## config.mk

```make
export PLATFORM = sky130hd
export DESIGN_NAME = ex_stage_sequencer
export DESIGN_NICKNAME = d
export VERILOG_FILES = /design/src/rtl/ex_stage_sequencer.sv
export SDC_FILE = /design/constraint.sdc
export NUM_CORES = 1
export LEC_CHECK = 0
export ABC_CLOCK_PERIOD_IN_PS = 7100
export CAP_MARGIN = 20
export CORE_AREA = 4 4 166 168
export CTS_CLUSTER_SIZE = 16
export DETAILED_ROUTE_END_ITERATION = 6
export DIE_AREA = 0 0 170 172
export PLACE_DENSITY = 0.88
export SLEW_MARGIN = 5
export SYNTH_ARGS = -nofsm -noshare
export SYNTH_HDL_FRONTEND = slang
export SYNTH_SLANG_ARGS = --single-unit
export TNS_END_PERCENT = 10
```

## constraint.sdc

```tcl
create_clock -name clk -period 7.1 [get_ports clk]
set_clock_uncertainty 0.1 [all_clocks]
set_input_delay 1.065 -clock clk [delete_from_list [all_inputs] [get_ports clk]]
set_output_delay 1.065 -clock clk [all_outputs]
set_load 0.05 [all_outputs]
```

## src/rtl/ex_stage_sequencer.sv

```systemverilog
// rtl/ex_stage_sequencer.sv - execute-stage sequencer: decode handshake, multi-cycle hold, result register, redirect pulse
module ex_stage_sequencer #(
    parameter int MC_LATENCY = 4,
    parameter int CNT_W      = 32
) (
    input  logic             clk,
    input  logic             reset,
    input  logic             in_valid,
    output logic             in_ready,
    input  logic [63:0]      in_pc,
    input  logic             in_multicycle,
    input  logic             flush,
    output logic             ex_enable,
    input  logic             ex_done,
    input  logic             ex_jump,
    input  logic [63:0]      ex_target,
    input  logic [63:0]      ex_result,
    output logic             out_valid,
    input  logic             out_ready,
    output logic [63:0]      out_result,
    output logic [63:0]      out_pc,
    output logic             redirect_valid,
    output logic [63:0]      redirect_pc,
    output logic             busy,
    output logic [CNT_W-1:0] stall_cycles
);

    localparam int MC_W = $clog2(MC_LATENCY + 1);

    typedef enum logic [1:0] {IDLE, EXEC, WAIT_MC, HOLD} state_e;

    state_e           state_q, state_d;
    logic [63:0]      pc_q, pc_d;
    logic             mc_q, mc_d;
    logic [MC_W-1:0]  mc_cnt_q, mc_cnt_d;
    logic [63:0]      out_result_q, out_result_d;
    logic [63:0]      out_pc_q, out_pc_d;
    logic             redirect_valid_q, redirect_valid_d;
    logic [63:0]      redirect_pc_q, redirect_pc_d;
    logic [CNT_W-1:0] stall_q, stall_d;
    logic             accept;
    logic             capture;

    // A pending redirect blocks acceptance so no wrong-path op slips in.
    assign in_ready  = ((state_q == IDLE) || ((state_q == HOLD) && out_ready))
                       && !redirect_valid_q && !flush;
    assign accept    = in_valid && in_ready;
    assign ex_enable = (state_q == EXEC) || (state_q == WAIT_MC);
    assign out_valid = (state_q == HOLD);
    assign busy      = (state_q != IDLE);

    assign out_result     = out_result_q;
    assign out_pc         = out_pc_q;
    assign redirect_valid = redirect_valid_q;
    assign redirect_pc    = redirect_pc_q;
    assign stall_cycles   = stall_q;

    always_comb begin
        state_d          = state_q;
        pc_d             = pc_q;
        mc_d             = mc_q;
        mc_cnt_d         = mc_cnt_q;
        out_result_d     = out_result_q;
        out_pc_d         = out_pc_q;
        redirect_valid_d = 1'b0;
        redirect_pc_d    = redirect_pc_q;
        stall_d          = stall_q;
        capture          = 1'b0;

        if (flush) begin
            state_d  = IDLE;
            mc_cnt_d = '0;
        end else begin
            unique case (state_q)
                IDLE: begin
                    if (accept) begin
                        pc_d    = in_pc;
                        mc_d    = in_multicycle;
                        state_d = EXEC;
                    end
                end
                EXEC: begin
                    if (mc_q) begin
                        mc_cnt_d = MC_W'(MC_LATENCY - 2);
                        state_d  = WAIT_MC;
                    end else if (ex_done) begin
                        capture = 1'b1;
                    end else begin
                        stall_d = stall_q + CNT_W'(1);
                    end
                end
                WAIT_MC: begin
                    if (mc_cnt_q != '0) begin
                        mc_cnt_d = mc_cnt_q - MC_W'(1);
                    end else if (ex_done) begin
                        capture = 1'b1;
                    end else begin
                        stall_d = stall_q + CNT_W'(1);
                    end
                end
                HOLD: begin
                    if (!out_ready) begin
                        stall_d = stall_q + CNT_W'(1);
                    end else if (accept) begin
                        pc_d    = in_pc;
                        mc_d    = in_multicycle;
                        state_d = EXEC;
                    end else begin
                        state_d = IDLE;
                    end
                end
                default: state_d = IDLE;
            endcase
        end

        if (capture) begin
            out_result_d = ex_result;
            out_pc_d     = pc_q;
            state_d      = HOLD;
            if (ex_jump) begin
                redirect_valid_d = 1'b1;
                redirect_pc_d    = ex_target;
            end
        end
    end

    always_ff @(posedge clk or negedge reset) begin
        if (!reset) begin
            state_q          <= IDLE;
            pc_q             <= '0;
            mc_q             <= 1'b0;
            mc_cnt_q         <= '0;
            out_result_q     <= '0;
            out_pc_q         <= '0;
            redirect_valid_q <= 1'b0;
            redirect_pc_q    <= '0;
            stall_q          <= '0;
        end else begin
            state_q          <= state_d;
            pc_q             <= pc_d;
            mc_q             <= mc_d;
            mc_cnt_q         <= mc_cnt_d;
            out_result_q     <= out_result_d;
            out_pc_q         <= out_pc_d;
            redirect_valid_q <= redirect_valid_d;
            redirect_pc_q    <= redirect_pc_d;
            stall_q          <= stall_d;
        end
    end

endmodule
```

==> flow_summary_export.csv <==
group,metric,value,unit
run_status,status,"finished, final reports clean",
sta,finalHoldViolations,0,
placed_design,hpwl,21.8,mm
synthesis,synth_edf_count,0,
clocking,root_buffer,"clkbuf_16",
critical_path,crit_required,5.93,ns
critical_path,critPathKind,"primary input to output pin",
pwr,power,8620,µW
sta,rsz0062_at_grt,"false",
clocking,clock_latency,0.50,ns
critical_path,startpoint_type,"primary input",
drt,post-route-drc-count,0,
sta,period_minus_slack,4.15,ns
drt,drt_iter0_drc,350,
critical_path,rrSetupSlack,4.13,ns
synthesis,synthTopCellsByArea,"dfrtp_1 (63%), mux2_2 (20%), mux2_4 (6.5%)",
final_layout,register_area,7380,µm²
drt,vias,7706,
global_route,grt_max_degree,159,
sta,hold_ws,0.391,ns
clocking,cts_max_path_buffers,3,
floorplanning,die_w,170,µm
drt,routed_wl,31.1,mm
global_route,grt_pass1_vias,8355,
final_layout,fillCellCount,1753,
synthesis,synth_top_area_share,63.4,%
sta,slew_violations,0,
floorplanning,die_h,172,µm
critical_path,arrival,2.98,ns
final_layout,final_nets,1378,
sta,fin_tns_setup,0,ns
sta,clock.fmax,241,MHz
worst_hold_path,holdPathEnd,"stall_cycles[10]",
floorplanning,core,25900,µm²
drt,via_per_inst,5.04,
placed_design,dpl_worst_slack,2.95,ns
synthesis,ys.flop_type,"dfrtp_1",
clocking,htree_num_levels,2,
clocking,cts_resized,0,
synthesis,ys_seq_elements,295,
final_layout,multi_input_area,4040,µm²
synthesis,syn_area_per_cell,15.9,µm²
worst_hold_path,hold_depth,1,
floorplanning,pin_count,429,
synthesis,synth.distinct_cells,37,
clocking,path_clk_slew,0.06,ns
critical_path,r2r_end,"redirect_pc[60]",
global_route,antenna_found_initial,0,
final_layout,area_growth,49.3,%
placed_design,gp_congestion,0.771,
pwr,power.leakage,0.00788,µW
global_route,grt_util_all_layers,20.3,%
floorplanning,rows,59,
drt,firstDrtPassIters,4,
synthesis,syn_area,11600,µm²
clocking,cts_tree,"built",
final_layout,drive_above_1_share,26.9,%
clocking,cts_setup_buffers,0,
final_layout,final_core_util,67.0,%
synthesis,seq_area_frac_synth,63.4,%
pwr,ir_worst_vdd,0.404,mV
sta,layout_setup_ws,2.95,ns
clocking,cts.sinks,295,
sta,slew_headroom,28.4,%
critical_path,crit_start,"flush",
placed_design,place.port_buffers,428,
critical_path,r2r-start,"state_q[0]",
global_route,overflow,0,
synthesis,yosysTopAreaCell,"dfrtp_1",
sta,finalCritPeriodShare,58.4,%
job,maxCapViolCount,0,
clocking,cts_buffers,34,
floorplanning,start_util,44.9,%
synthesis,syn_nets,941,
clocking,holdBufCountCts,0,
sta,setup_viol,0,
critical_path,critPathMaxFanout,13,
critical_path,worstSetupEndpointType,"output pin",
synthesis,synth_cells,733,
worst_hold_path,worstHoldStart,"stall_cycles[10]",
worst_hold_path,hold_class,"flop to flop",
drt,avgRoutedWirePerCell,20.3,µm
drt,ant_nets,0,
global_route,grt_pass1_wl,46.9,mm
synthesis,yosysWarnings,0,
sta,worst_slew_pin_slew,1.07,ns
synthesis,synth.most_common_cell,"dfrtp_1",
critical_path,reg2regPathDepth,8,
pwr,p_per_area,496,nW/µm²
final_layout,diodes,0,
synthesis,ys_async_sr_fraction,100,%
floorplanning,die_area,29200,µm²
synthesis,ys_top_cells_by_count,"dfrtp_1 (295), mux2_2 (208), mux2_4 (50)",
critical path, stage by stage:
cell and delay (ns):
clkdlybuf4s50_1 0.68, a211oi_1 0.35, clkdlybuf4s50_1 0.89
worst max-delay path by stage:
stage | cells past startpoint | endpoint | slack [ns]
floorplan | 4 | in_ready | 3.46
global placement | 3 | in_ready | 3.00
detailed placement | 3 | in_ready | 2.95
CTS | 3 | in_ready | 2.92
global route | 3 | in_ready | 2.86
finish | 3 | in_ready | 2.95
state kept, by name (all words and copies together) (netlist names):
signal,flops
out_result,64
redirect_pc,64
pc_q,64
redirect_valid,1
state_q,2
out_pc,64
mc_cnt_q,3
mc_q,1
stall_cycles,32
metal layers:
layer / track usage [%] / wire (µm) / share of wire, % / vias up
li1: - / - / - / 3457
met1: 23.5 / 11300 / 36 / 3857
met2: 35.3 / 15900 / 51 / 326
met3: 7.43 / 2850 / 9.2 / 66
met4: 6.74 / 994 / 3.2 / 0
met5: 0 / 0 / 0 / -
cells by family after synthesis:
family	after synthesis	synth area share, %
AO/OA/AOI/OAI	13	0.839
AND/OR/NAND/NOR	86	3.94
buffers and inverters	41	1.94
flip-flops	295	63.4
multiplexers	259	26.7
XOR/XNOR	31	2.33
adder cells (fa/ha/maj)	8	0.860
area by class of cell:
type	instances	share of cell area (%)
Multi-Input combinational cell	397	23.3
Tap cell	335	2.41
Clock inverter	7	0.490
Clock buffer	52	6.17
Timing Repair Buffer	433	25.0
Inverter	9	0.194
Sequential cell	295	42.5
report_power, final:
| group | leakage, µW | internal (µW) | switching, µW |
|---|---|---|---|
| Clock | 0.000576 | 1110 | 656 |
| Combinational | 0.00345 | 1610 | 2480 |
| Sequential | 0.00385 | 2370 | 393 |
cells in the final DEF, fill, tap and decap left out, types with 5 or more instances in the layout:
cell / count
ha_1: 8
clkbuf_8: 9
nand2_1: 19
clkdlybuf4s50_1: 427
clkinv_2: 5
inv_1: 9
dfrtp_1: 295
mux2_2: 208
clkbuf_16: 37
nand3_1: 9
mux2_4: 50
xor2_1: 13
clkbuf_1: 6
nand4_1: 11
nor3_1: 7
xnor2_1: 18
nor2_1: 15
through the flow:
step,cell area (µm²),std cells
floorplan,11600,733
global placement,16200,1469
detailed placement,16200,1469
CTS,17400,1528
global route,17400,1528
finish,17400,1528
Power figures use the tool's default switching activity.
